File: config.mk
export PLATFORM = sky130hd
export DESIGN_NAME = jtag_tap_multi_flat
export DESIGN_NICKNAME = d
export VERILOG_FILES = /design/src/rtl/jtag_tap_multi_if.sv /design/src/rtl/jtag_tap_multi.sv /design/src/flat_wrapper.sv
export SDC_FILE = /design/constraint.sdc
export NUM_CORES = 1
export LEC_CHECK = 0
export CORE_MARGIN = 3
export CORE_UTILIZATION = 50
export DETAILED_ROUTE_END_ITERATION = 8
export GPL_TIMING_DRIVEN = 0
export PLACE_DENSITY = 0.77
export SLEW_MARGIN = 20
export SYNTH_ARGS = -nofsm -noshare
export SYNTH_HDL_FRONTEND = slang
export SYNTH_SLANG_ARGS = --single-unit
File: constraint.sdc
create_clock -name tck -period 6.6 [get_ports tck]
set_input_delay 1.32 -clock tck [delete_from_list [all_inputs] [get_ports tck]]
set_output_delay 1.32 -clock tck [all_outputs]
set_load 0.005 [all_outputs]
File: src/rtl/jtag_tap_multi_if.sv
// Interface bundling the JTAG pin side and the core-side user channel
// signals of jtag_tap_multi. The TAP uses the slave view; the driver of
// the pins and the core logic (or a testbench) uses the master view.
interface jtag_tap_multi_if #(
  parameter int IR_WIDTH      = 5,
  parameter int NUM_USER      = 4,
  parameter int USER_DR_WIDTH = 32
);
  logic                              tms;
  logic                              tdi;
  logic                              tdo;
  logic                              tdo_oe;
  logic [3:0]                        tap_state;
  logic [IR_WIDTH-1:0]               ir_out;
  logic [NUM_USER-1:0]               user_sel;
  logic [NUM_USER*USER_DR_WIDTH-1:0] user_capture;
  logic [USER_DR_WIDTH-1:0]          user_update;
  logic [NUM_USER-1:0]               user_update_vld;

  modport slave (
    input  tms, tdi, user_capture,
    output tdo, tdo_oe, tap_state, ir_out, user_sel, user_update, user_update_vld
  );

  modport master (
    output tms, tdi, user_capture,
    input  tdo, tdo_oe, tap_state, ir_out, user_sel, user_update, user_update_vld
  );
endinterface

File: src/rtl/jtag_tap_multi.sv
// Parametrised IEEE 1149.1 TAP controller with a configurable-width IR,
// BYPASS and IDCODE registers, and NUM_USER user data-register channels,
// each with its own capture slice and update strobe into core logic.
module jtag_tap_multi #(
  parameter int          IR_WIDTH      = 5,
  parameter logic [31:0] IDCODE        = 32'h1DC0_0001,
  parameter int          NUM_USER      = 4,
  parameter int          USER_DR_WIDTH = 32,
  parameter int          USER_IR_BASE  = 8
) (
  input  logic             tck,
  input  logic             trst,
  jtag_tap_multi_if.slave  jtag
);

  localparam int IDX_W = (NUM_USER > 1) ? $clog2(NUM_USER) : 1;

  typedef enum logic [3:0] {
    TLR    = 4'd0,
    RTI    = 4'd1,
    SEL_DR = 4'd2,
    CAP_DR = 4'd3,
    SH_DR  = 4'd4,
    EX1_DR = 4'd5,
    PA_DR  = 4'd6,
    EX2_DR = 4'd7,
    UPD_DR = 4'd8,
    SEL_IR = 4'd9,
    CAP_IR = 4'd10,
    SH_IR  = 4'd11,
    EX1_IR = 4'd12,
    PA_IR  = 4'd13,
    EX2_IR = 4'd14,
    UPD_IR = 4'd15
  } tap_state_e;

  tap_state_e               state;
  tap_state_e               state_nxt;

  logic [IR_WIDTH-1:0]      ir_shift;
  logic [IR_WIDTH-1:0]      ir_latch;
  logic                     bypass_reg;
  logic [31:0]              idcode_reg;
  logic [USER_DR_WIDTH-1:0] user_sr [NUM_USER];
  logic [USER_DR_WIDTH-1:0] user_update_q;
  logic [NUM_USER-1:0]      user_vld_q;

  logic [NUM_USER-1:0]      user_sel_d;
  logic [IDX_W-1:0]         user_idx;
  logic                     sel_idcode;
  logic                     sel_user;
  logic                     tdo_d;

  // Right shift with tdi entering at the MSB, usable for a 1-bit user DR.
  function automatic logic [USER_DR_WIDTH-1:0] user_shift(
    input logic [USER_DR_WIDTH-1:0] value,
    input logic                     bit_in
  );
    logic [USER_DR_WIDTH-1:0] res;
    res = value >> 1;
    res[USER_DR_WIDTH-1] = bit_in;
    return res;
  endfunction

  // TAP controller next-state table driven by tms.
  always_comb begin
    state_nxt = TLR;
    case (state)
      TLR:     state_nxt = jtag.tms ? TLR    : RTI;
      RTI:     state_nxt = jtag.tms ? SEL_DR : RTI;
      SEL_DR:  state_nxt = jtag.tms ? SEL_IR : CAP_DR;
      CAP_DR:  state_nxt = jtag.tms ? EX1_DR : SH_DR;
      SH_DR:   state_nxt = jtag.tms ? EX1_DR : SH_DR;
      EX1_DR:  state_nxt = jtag.tms ? UPD_DR : PA_DR;
      PA_DR:   state_nxt = jtag.tms ? EX2_DR : PA_DR;
      EX2_DR:  state_nxt = jtag.tms ? UPD_DR : SH_DR;
      UPD_DR:  state_nxt = jtag.tms ? SEL_DR : RTI;
      SEL_IR:  state_nxt = jtag.tms ? TLR    : CAP_IR;
      CAP_IR:  state_nxt = jtag.tms ? EX1_IR : SH_IR;
      SH_IR:   state_nxt = jtag.tms ? EX1_IR : SH_IR;
      EX1_IR:  state_nxt = jtag.tms ? UPD_IR : PA_IR;
      PA_IR:   state_nxt = jtag.tms ? EX2_IR : PA_IR;
      EX2_IR:  state_nxt = jtag.tms ? UPD_IR : SH_IR;
      UPD_IR:  state_nxt = jtag.tms ? SEL_DR : RTI;
      default: state_nxt = TLR;
    endcase
  end

  // State register; trst forces Test-Logic-Reset regardless of tms.
  always_ff @(posedge tck) begin
    if (trst) state <= TLR;
    else      state <= state_nxt;
  end

  // Decode the latched instruction; unknown opcodes fall through to BYPASS.
  always_comb begin
    user_sel_d = '0;
    user_idx   = '0;
    sel_idcode = 1'b0;
    if (!(&ir_latch)) begin
      if (ir_latch == IR_WIDTH'(1)) begin
        sel_idcode = 1'b1;
      end else begin
        for (int k = 0; k < NUM_USER; k++) begin
          if ((USER_IR_BASE + k) < (1 << IR_WIDTH) &&
              ir_latch == IR_WIDTH'(USER_IR_BASE + k)) begin
            user_sel_d[k] = 1'b1;
            user_idx      = IDX_W'(k);
          end
        end
      end
    end
  end

  assign sel_user = |user_sel_d;

  // Instruction register: capture 01 pattern, shift, and latch on Update-IR.
  always_ff @(posedge tck) begin
    if (trst) begin
      ir_shift <= '0;
      ir_latch <= IR_WIDTH'(1);
    end else begin
      case (state)
        TLR:     ir_latch <= IR_WIDTH'(1);
        CAP_IR:  ir_shift <= IR_WIDTH'(1);
        SH_IR:   ir_shift <= {jtag.tdi, ir_shift[IR_WIDTH-1:1]};
        UPD_IR:  ir_latch <= ir_shift;
        default: ir_shift <= ir_shift;
      endcase
    end
  end

  // Data registers: only the register picked by the latched IR captures or shifts.
  always_ff @(posedge tck) begin
    if (trst) begin
      bypass_reg <= 1'b0;
      idcode_reg <= '0;
      for (int k = 0; k < NUM_USER; k++) user_sr[k] <= '0;
    end else if (state == CAP_DR) begin
      if (sel_user) begin
        for (int k = 0; k < NUM_USER; k++) begin
          if (user_sel_d[k])
            user_sr[k] <= jtag.user_capture[k*USER_DR_WIDTH +: USER_DR_WIDTH];
        end
      end else if (sel_idcode) begin
        idcode_reg <= IDCODE;
      end else begin
        bypass_reg <= 1'b0;
      end
    end else if (state == SH_DR) begin
      if (sel_user) begin
        for (int k = 0; k < NUM_USER; k++) begin
          if (user_sel_d[k]) user_sr[k] <= user_shift(user_sr[k], jtag.tdi);
        end
      end else if (sel_idcode) begin
        idcode_reg <= {jtag.tdi, idcode_reg[31:1]};
      end else begin
        bypass_reg <= jtag.tdi;
      end
    end
  end

  // Update-DR of a user channel hands the shifted word to the core with a one-cycle strobe.
  always_ff @(posedge tck) begin
    if (trst) begin
      user_update_q <= '0;
      user_vld_q    <= '0;
    end else begin
      user_vld_q <= '0;
      if (state == UPD_DR && sel_user) begin
        user_update_q <= user_sr[user_idx];
        user_vld_q    <= user_sel_d;
      end
    end
  end

  // tdo is the LSB of whichever register is being shifted, otherwise low.
  always_comb begin
    tdo_d = 1'b0;
    if (state == SH_IR) begin
      tdo_d = ir_shift[0];
    end else if (state == SH_DR) begin
      if (sel_user)        tdo_d = user_sr[user_idx][0];
      else if (sel_idcode) tdo_d = idcode_reg[0];
      else                 tdo_d = bypass_reg;
    end
  end

  assign jtag.tdo             = tdo_d;
  assign jtag.tdo_oe          = (state == SH_IR) || (state == SH_DR);
  assign jtag.tap_state       = state;
  assign jtag.ir_out          = ir_latch;
  assign jtag.user_sel        = user_sel_d;
  assign jtag.user_update     = user_update_q;
  assign jtag.user_update_vld = user_vld_q;

endmodule

File: src/flat_wrapper.sv
// flat-port wrapper written by rule: the top's interface ports become plain ports
module jtag_tap_multi_flat 
#(
  parameter int          IR_WIDTH      = 5,
  parameter logic [31:0] IDCODE        = 32'h1DC0_0001,
  parameter int          NUM_USER      = 4,
  parameter int          USER_DR_WIDTH = 32,
  parameter int          USER_IR_BASE  = 8
)
  (tck, trst, jtag_tms, jtag_tdi, jtag_user_capture, jtag_tdo, jtag_tdo_oe, jtag_tap_state, jtag_ir_out, jtag_user_sel, jtag_user_update, jtag_user_update_vld);
  jtag_tap_multi_if #(.IR_WIDTH(IR_WIDTH), .NUM_USER(NUM_USER), .USER_DR_WIDTH(USER_DR_WIDTH)) jtag_i ();
  input  logic tck;
  input  logic trst;
  input wire logic [$bits(jtag_i.tms)-1:0] jtag_tms;
  input wire logic [$bits(jtag_i.tdi)-1:0] jtag_tdi;
  input wire logic [$bits(jtag_i.user_capture)-1:0] jtag_user_capture;
  output wire logic [$bits(jtag_i.tdo)-1:0] jtag_tdo;
  output wire logic [$bits(jtag_i.tdo_oe)-1:0] jtag_tdo_oe;
  output wire logic [$bits(jtag_i.tap_state)-1:0] jtag_tap_state;
  output wire logic [$bits(jtag_i.ir_out)-1:0] jtag_ir_out;
  output wire logic [$bits(jtag_i.user_sel)-1:0] jtag_user_sel;
  output wire logic [$bits(jtag_i.user_update)-1:0] jtag_user_update;
  output wire logic [$bits(jtag_i.user_update_vld)-1:0] jtag_user_update_vld;
  assign jtag_i.tms = jtag_tms;
  assign jtag_i.tdi = jtag_tdi;
  assign jtag_i.user_capture = jtag_user_capture;
  assign jtag_tdo = jtag_i.tdo;
  assign jtag_tdo_oe = jtag_i.tdo_oe;
  assign jtag_tap_state = jtag_i.tap_state;
  assign jtag_ir_out = jtag_i.ir_out;
  assign jtag_user_sel = jtag_i.user_sel;
  assign jtag_user_update = jtag_i.user_update;
  assign jtag_user_update_vld = jtag_i.user_update_vld;
  jtag_tap_multi #(.IR_WIDTH(IR_WIDTH), .IDCODE(IDCODE), .NUM_USER(NUM_USER), .USER_DR_WIDTH(USER_DR_WIDTH), .USER_IR_BASE(USER_IR_BASE)) u_core (.tck(tck), .trst(trst), .jtag(jtag_i));
endmodule
## After elaboration in Yosys (flattened, before gate mapping)

Memory sizes are Yosys's and may differ from the RTL's.
Cells that the tools add are included.

- Equal/unequal tests: 20
- Reduce and logical (&&, ||, !) cells: 14
- Bitwise gates (word level): 11
- Muxes and demuxes: 90

Operator list:

| cell | count |
|---|---|
| 32-bit two-way mux | 14 |
| 1-bit two-way mux | 58 |
| 4-bit one-hot mux with 12 select lines | 1 |
| 4-bit == test (second input constant) | 8 |
| 4-bit two-way mux | 6 |
| 5-bit by 4-bit == test with 1-bit output (second input constant) | 4 |
| 5-bit one-hot mux with 2 select lines | 2 |
| 4-bit by 3-bit == test with 1-bit output (second input constant) | 4 |
| 2-bit two-way mux | 7 |
| 4-bit by 2-bit == test with 1-bit output (second input constant) | 2 |
| 1-bit bitwise OR | 8 |
| 3-bit two-way mux | 2 |
| 3-bit AND reduction | 2 |
| 2-bit nonzero test | 3 |
| 2-bit OR reduction | 3 |
| 5-bit by 1-bit == test with 1-bit output (second input constant) | 1 |
| 5-bit AND reduction | 1 |
| 4-bit by 1-bit == test with 1-bit output (second input constant) | 1 |
| 4-bit logical NOT | 1 |
| 4-bit OR reduction | 1 |
| 1-bit inverter | 3 |
| 3-bit OR reduction | 1 |
| 1-bit logical AND | 1 |
| 1-bit logical OR | 1 |

- Flip-flop bits (word level): 83
- Memories kept: 1
- Logic and storage cells: 143
- Output and inout bits: 51
- Memory bits (writable): 128

Memories:

| name | words | width | rd ports | clocked after Yosys merged registers in | wr ports | RTL line | RTL |
|---|---|---|---|---|---|---|---|
| u_core.user_sr | 4 | 32 | 5 | 0 | 4 | jtag_tap_multi.sv:44 | `logic [USER_DR_WIDTH-1:0] user_sr [NUM_USER];` |

## Logic depth before layout (Yosys ltp)

Gate-level depths: netlist (run 1).

- Depth in word-level cells: 11
- Mapped depth: 8
- Depth with buffers taken out: 4

## Least setup slack after synthesis (run 1)

OpenSTA, ideal clock, no wires.

- Kind: flip-flop to flip-flop
- Start: register u_core.state[1], in the netlist u_core.jtag.tap_state[1]
- End: memory u_core.user_sr[1][0] (enable)
- Path slack: 1.807 ns
- Setup time: 0.511 ns
- Path buffers: 1
- Stages on the path, launching flop included: 5
- Data arrival time: 4.282 ns
- Cell sequence: dfxtp_1 -> clkbuf_1 -> and3b_1 -> nor2_1 -> o41ai_1

RTL lines:

| what | RTL line | RTL |
|---|---|---|
| start: declaration | jtag_tap_multi.sv:37 | `tap_state_e state;` |
| start signal: assignment | jtag_tap_multi.sv:92 | `else state <= state_nxt;` |
| end: declaration | jtag_tap_multi.sv:44 |  |

## Worst setup path after layout (run 1)

- Start: register u_core.ir_latch[1], in the netlist u_core.jtag.ir_out[1]
- End: output port jtag_tdo

- Word-level cells in the longest chain between the ends: 10

Ends and longest elaborated chain:

| what | RTL line | RTL |
|---|---|---|
| start: declaration | jtag_tap_multi.sv:41 | `logic [IR_WIDTH-1:0] ir_latch;` |
| start signal: assignment | jtag_tap_multi.sv:127 | `UPD_IR: ir_latch <= ir_shift;` |
| 5-bit by 4-bit == test with 1-bit output | jtag_tap_multi.sv:106 | `ir_latch == IR_WIDTH'(USER_IR_BASE + k)) begin` |
| 1-bit two-way mux | jtag_tap_multi.sv:105 | `if ((USER_IR_BASE + k) < (1 << IR_WIDTH) &&` |
| 2-bit two-way mux (2 in series) | jtag_tap_multi.sv:105 |  |
| 2-bit two-way mux | jtag_tap_multi.sv:101 | `if (ir_latch == IR_WIDTH'(1)) begin` |
| 2-bit two-way mux | jtag_tap_multi.sv:100 | `if (!(&ir_latch)) begin` |
| memory 4 x 32 bit | n/a |  |
| 1-bit two-way mux * | jtag_tap_multi.sv:183 | `if (sel_user) tdo_d = user_sr[user_idx][0];` |
| 1-bit two-way mux * | jtag_tap_multi.sv:182 | `end else if (state == SH_DR) begin` |
| 1-bit two-way mux * | jtag_tap_multi.sv:180 | `if (state == SH_IR) begin` |
| end: declaration | flat_wrapper.sv:17 | `output wire logic [$bits(jtag_i.tdo)-1:0] jtag_tdo;` |

Mark *: on every way between the ends. The rest lies on a longest branch, timed or not.

==> results by group, run 1 <==
Detailed routing
  • Wirelength per Cell: 22.2 um
  • DRC viols: 0
  • DR pass1 iterations: 5
  • Vias/cell: 6.09
  • Vias after detailed routing: 7,844
  • 1st-iter DRT viols: 825
  • Final wirelength: 28.6 mm
  • Detail Route Antenna Nets: 0

Floorplan
  • Die W: 144 um
  • Starting Density: 52.0%
  • I/O pins: 183
  • Die area: 0.0208 sq mm
  • Chip height: 144 um
  • Placeable Area: 0.0184 sq mm
  • # rows: 49

STA
  • Setup violations, final: 0
  • Maximum clock frequency: 0.251 GHz
  • Final WS setup: 2.61 ns
  • Tmin final: 3.99 ns
  • Min Hold Slack: 0.448 ns
  • Relative slew slack: 39.0%
  • Final Skew: 0.00890 ns
  • Slew at the pin closest to its max-slew limit: 0.915 ns
  • Final Hold Fails: 0
  • Fin crit share: 60.5%
  • Unrepaired setup endpoints after global routing: no
  • Fin. max-slew vios: 0

Yosys
  • Yosys top cell by area: edfxtp_1
  • Post-synth EDFFs: 128
  • Library cells used by synthesis: 54
  • Mean Syn Cell Area: 11.6 sq um
  • Syn Inst Count: 825
  • Mapped Area: 0.00956 sq mm
  • Flop and latch count out of synthesis: 211
  • Synth warn: 0
  • Ys flop type: edfxtp_1
  • Sequential share of the synthesized area: 57.6%
  • Net count after synthesis: 957
  • Ranking of synthesized cells by area: edfxtp_1, dfxtp_1, mux2i_1, a22o_1, nor2_1
  • Async S/R FF share, synth: 0%
  • Area share of the leading cell type in the synthesized netlist: 40.2%

Clocking
  • Clk_lat worst skew: 0.50 ns
  • CTS tree: built
  • Post-CTS Setup Bufs: 0
  • Clk pin slew, worst setup/hold paths: 0.06 ns
  • Post-cts resize count: 0
  • H-tree depth: 1
  • Hold-fix buffers, CTS: 0
  • Total clock sinks: 211
  • Clock Tree Buf Depth: 3
  • Num CTS Buffers: 22
  • CTS root buf: clkbuf_16

Job
  • Max-cap violations: 0

Worst setup path
  • Worst path required time: 5.28 ns
  • Type of origin of the critical path: flop
  • WS Path Type: flop to output port
  • Arrival time worst endpoint: 2.67 ns
  • R2r endpoint: u_core.user_sr[2][17]
  • Worst R2R Start: u_core.jtag.tap_state[0]
  • Reg2Reg Depth: 7
  • Critical path launch point: u_core.jtag.ir_out[1]
  • CP Capture Point: jtag_tdo
  • Critical Path End Type: output port
  • Flop2flop setup slack: 3.80 ns
  • Critical path peak fanout: 10

Pwr
  • Maximum VDD drop: 0.206 mV
  • Leak: 4.72 nW
  • Pwr/cell area: 230 mW/mm^2

Run status
  • Status: finished clean

Layout
  • Final Util: 67.9%
  • Finished Layout Cells: 1,289
  • Fill cells: 1,410
  • Synth-to-Final Area Change: 30.7%
  • Largest register FFs: 128
  • Multi-input gate area: 0.00369 sq mm
  • Commonest cells after routing, fill and taps aside: clkdlybuf4s50_1, edfxtp_1, mux2i_1
  • Storage cell area: 0.00551 sq mm
  • Post-route cell area: 0.0125 sq mm
  • Final net count: 1,175
  • Ratio of cells with drive above 1 in the final layout: 8.69%
  • Commonest non-fill, non-tap cell in the layout: clkdlybuf4s50_1

GRT
  • Vias in the first global route: 7,613
  • Largest net degree at the start of global routing: 33
  • Initial antenna violation count: 1
  • GRT Overall Usage: 26.5%
  • GRT overflow: 0
  • First-pass GRT wire length: 42.2 mm

Place
  • DP Area: 0.0118 sq mm
  • Port bufs: 181
  • Dpl hpwl: 20.4 mm
  • RePlAce Congestion: 0.904
  • Dpl cells: 1,248
  • Worst slack at placement: 3.16 ns

Min path
  • Worst hold path stage count: 1
  • Tightest Hold Check Type: flop to flop
-- cells in the mapped netlist, types with 6 or more instances --
cell type,number
mux2i_1,96
buf_2,19
clkbuf_1,37
o21ai_0,7
nor2_1,87
buf_6,6
nand3_1,40
inv_1,6
a22o_1,66
o22ai_1,39
a21o_1,33
o21ai_1,31
dfxtp_1,83
edfxtp_1,128
a22oi_1,29
nand2_1,39
buf_4,8
a21oi_1,14
-- cells by family after synthesis --
kind of cell    Yosys count  share of synthesized area [%]
flops                   211                           57.6
simple gates            201                           10.2
buf+inv                  79                           4.14
mux                      98                           10.4
compound gates          236                           17.7
-- critical path, cell delays in order, from the launching register on --
cell and delay [ns]:
dfxtp_1 0.49, clkbuf_1 0.45, mux4_2 0.42, o221ai_1 0.28, nand2_1 0.09, clkdlybuf4s50_1 0.45
-- through the flow --
step | setup TNS [ns] | power, mW
after global placement | -13.83 | 1.66
after global routing | 0 | 2.95
after floorplan | 0 | 1.53
final | 0 | 2.87
after detailed placement | 0 | 1.66
after CTS | 0 | 2.88
-- worst min-delay path by stage --
stage / end / slack (ns) / startpoint
2_1_floorplan: u_core.ir_shift[1] / 0.45 / u_core.ir_shift[1]
3_3_place_gp: u_core.jtag.user_update[30] / 0.43 / u_core.jtag.user_update[30]
3_5_place_dp: u_core.jtag.user_update[5] / 0.44 / u_core.jtag.user_update[5]
4_1_cts: u_core.jtag.user_update[5] / 0.45 / u_core.jtag.user_update[5]
5_1_grt: u_core.jtag.user_update[16] / 0.46 / u_core.jtag.user_update[16]
6_report: u_core.jtag.user_update[5] / 0.45 / u_core.jtag.user_update[5]
-- report_power, final --
| group | total (mW) | switching, mW | internal (mW) | leakage (nW) |
|---|---|---|---|---|
| clock network | 1.24 | 0.499 | 0.739 | 0.352 |
| registers | 1.45 | 0.0210 | 1.43 | 1.99 |
| logic | 0.190 | 0.0907 | 0.0994 | 2.38 |
-- layout make-up --
cell class | count | area share [%]
clock inverter | 2 | 0.281
inverter | 6 | 0.180
buffer | 73 | 2.99
timing repair buffer | 194 | 15.2
clock buffer | 38 | 5.47
multi-input combinational | 535 | 29.5
tap | 229 | 2.29
antenna | 1 | 0.0200
sequential | 211 | 44.1
-- layer usage --
| layer | share of wire (%) | track usage [%] | up-vias | routed length (um) |
|---|---|---|---|---|
| li1 | - | - | 3576 | - |
| met1 | 41 | 36.2 | 3764 | 11700 |
| met2 | 46 | 42.7 | 439 | 13200 |
| met3 | 9.9 | 5.79 | 63 | 2820 |
| met4 | 2.8 | 7.90 | 2 | 802 |
| met5 | 0.046 | 0 | - | 13 |
Note: power is estimated with default switching activity, not from simulation.
==> run 2, diff against run 1 <==
--- a/config.mk
+++ b/config.mk
@@ -6,10 +6,10 @@
 export NUM_CORES = 1
 export LEC_CHECK = 0
 export CORE_MARGIN = 3
-export CORE_UTILIZATION = 50
+export CORE_UTILIZATION = 47
 export DETAILED_ROUTE_END_ITERATION = 8
 export GPL_TIMING_DRIVEN = 0
-export PLACE_DENSITY = 0.77
+export PLACE_DENSITY = 0.76
 export SLEW_MARGIN = 20
 export SYNTH_ARGS = -nofsm -noshare
 export SYNTH_HDL_FRONTEND = slang
==> constraint.sdc (replaced) <==
create_clock -name tck -period 3.2 [get_ports tck]
set_input_delay 0.64 -clock tck [delete_from_list [all_inputs] [get_ports tck]]
set_output_delay 0.64 -clock tck [all_outputs]
set_load 0.005 [all_outputs]
==> run 2 against run 1 <==
Compared with the run above:
- cell area up 0.67%
- cell count up 2.4%
- setup slack worse by 2.6 ns
- routed wire length up 0.47%
- sequential share of layout area down 0.29 points
- combinational power up 110%
- register-to-register slack worse by 3.4 ns
- global-route usage down 1.3 points
- worst hold slack better by 0.0091 ns
- clock power up 110%
- non-clock buffer count down 5
- first-iteration DRC count down 21%
==> results by group, run 2 (synthesis gave the netlist of run 1 again) <==
Clocking
  • Post-CTS Setup Bufs: 0
  • H-tree depth: 1
  • Clk_lat worst skew: 0.52 ns
  • Clk pin slew, worst setup/hold paths: 0.06 ns
  • Total clock sinks: 211
  • Hold-fix buffers, CTS: 0
  • Post-cts resize count: 3
  • CTS root buf: clkbuf_16
  • CTS tree: built
  • Clock Tree Buf Depth: 3
  • Num CTS Buffers: 23

Layout
  • Finished Layout Cells: 1,320
  • Post-route cell area: 0.0126 sq mm
  • Fill cells: 1,519
  • Commonest non-fill, non-tap cell in the layout: clkdlybuf4s50_1
  • Final net count: 1,171
  • Antenna Cells: 0
  • Synth-to-Final Area Change: 31.5%
  • Ratio of cells with drive above 1 in the final layout: 9.10%
  • Commonest cells after routing, fill and taps aside: clkdlybuf4s50_1, edfxtp_1, mux2i_1
  • Largest register FFs: 128

Floorplan
  • Chip height: 149 um
  • I/O pins: 183
  • Die W: 149 um
  • Starting Density: 48.5%
  • # rows: 51
  • Die area: 0.0221 sq mm
  • Placeable Area: 0.0197 sq mm

Job
  • Max-cap violations: 0

Min path
  • Tightest Hold Check Type: flop to flop

Place
  • Port bufs: 181
  • Dpl hpwl: 21.0 mm
  • RePlAce Congestion: 0.866
  • Dpl cells: 1,279
  • DP Area: 0.0118 sq mm
  • Worst slack at placement: 0.531 ns

Detailed routing
  • Final wirelength: 28.7 mm
  • Wirelength per Cell: 21.7 um
  • DR pass1 iterations: 5
  • Vias after detailed routing: 7,805
  • 1st-iter DRT viols: 655
  • DRC viols: 0
  • Vias/cell: 5.91
  • Detail Route Antenna Nets: 0

Pwr
  • Leak: 4.74 nW
  • Maximum VDD drop: 0.349 mV
  • Pwr/cell area: 475 mW/mm^2
  • Total power: 5.97 mW

STA
  • Fin. max-slew vios: 0
  • Maximum clock frequency: 0.318 GHz
  • Final WS setup: 0.0552 ns
  • Relative slew slack: 40.7%
  • Final Hold Fails: 0
  • Final Skew: 0.0177 ns
  • Setup violations, final: 0
  • Unrepaired setup endpoints after global routing: yes
  • Tmin final: 3.14 ns
  • Fin crit share: 98.3%
  • Sum Neg Setup Slack: 0 ns
  • Slew at the pin closest to its max-slew limit: 0.890 ns

Worst setup path
  • Arrival time worst endpoint: 2.50 ns
  • Critical Path End Type: output port
  • Flop2flop setup slack: 0.44 ns
  • Type of origin of the critical path: flop
  • WS Path Type: flop to output port
  • Critical path peak fanout: 9
  • Worst path required time: 2.56 ns

GRT
  • Largest net degree at the start of global routing: 33
  • GRT overflow: 0
  • GRT Overall Usage: 25.1%
  • Initial antenna violation count: 0
  • First-pass GRT wire length: 43.3 mm
  • Vias in the first global route: 7,561

Run status
  • Status: finished clean
## run 2: final timing paths
path,cells past startpoint,to,start
worst max-delay path,7,jtag_tdo,u_core.jtag.tap_state[2]
worst min-delay path,1,u_core.jtag.user_update[28],u_core.jtag.user_update[28]
worst max register to register,6,u_core.user_sr[2][26],u_core.jtag.tap_state[0]
worst min register to register,1,u_core.jtag.user_update[28],u_core.jtag.user_update[28]
## run 2: critical path: stages (launching register included)
cell and delay, ns:
dfxtp_1 0.36, buf_6 0.15, or4b_1 0.44, buf_2 0.19, a21oi_1 0.12, o221ai_1 0.14, nand2_1 0.11, clkdlybuf4s50_1 0.50
## run 2: through the flow
stage | utilization (%) | hold WS (ns)
final | 63.8 | 0.457
after global routing | 63.8 | 0.469
after CTS | 63.7 | 0.458
after detailed placement | 60.0 | 0.444
after global placement | 59.5 | 0.437
after floorplan | - | 0.445
## run 2: layer usage
metal  share of wire [%]  routed length [um]  track usage, %
met1                  42               11900            35.9
met2                  45               13000            39.0
met3                 9.8                2810            4.54
met4                 3.3                 959            8.41
met5                   0                   0               0
## run 2: power breakdown
part	internal, mW	switching, mW	leakage (nW)
logic	0.208	0.190	2.39
registers	2.94	0.0427	1.99
clock network	1.50	1.09	0.354
total	4.65	1.32	4.74
## run 2: final cells by class
| type | instances | area [sq um] | share of cell area (%) |
|---|---|---|---|
| plain buffers | 73 | 380 | 3.03 |
| clock buffers | 31 | 647 | 5.14 |
| clock inverters | 10 | 82.6 | 0.657 |
| inverters | 6 | 22.5 | 0.179 |
| multi-input cells | 535 | 3720 | 29.6 |
| flip-flops and latches | 211 | 5510 | 43.8 |
| well taps | 265 | 332 | 2.64 |
| repair buffers | 189 | 1890 | 15.0 |
==> run 3, diff against run 2 <==
--- a/config.mk
+++ b/config.mk
@@ -5,6 +5,7 @@
 export SDC_FILE = /design/constraint.sdc
 export NUM_CORES = 1
 export LEC_CHECK = 0
+export CAP_MARGIN = 20
 export CORE_MARGIN = 3
 export CORE_UTILIZATION = 47
 export DETAILED_ROUTE_END_ITERATION = 8
==> results of run 3 <==
Same layout as run 2: the final DEF is identical, and so are final timing and power.
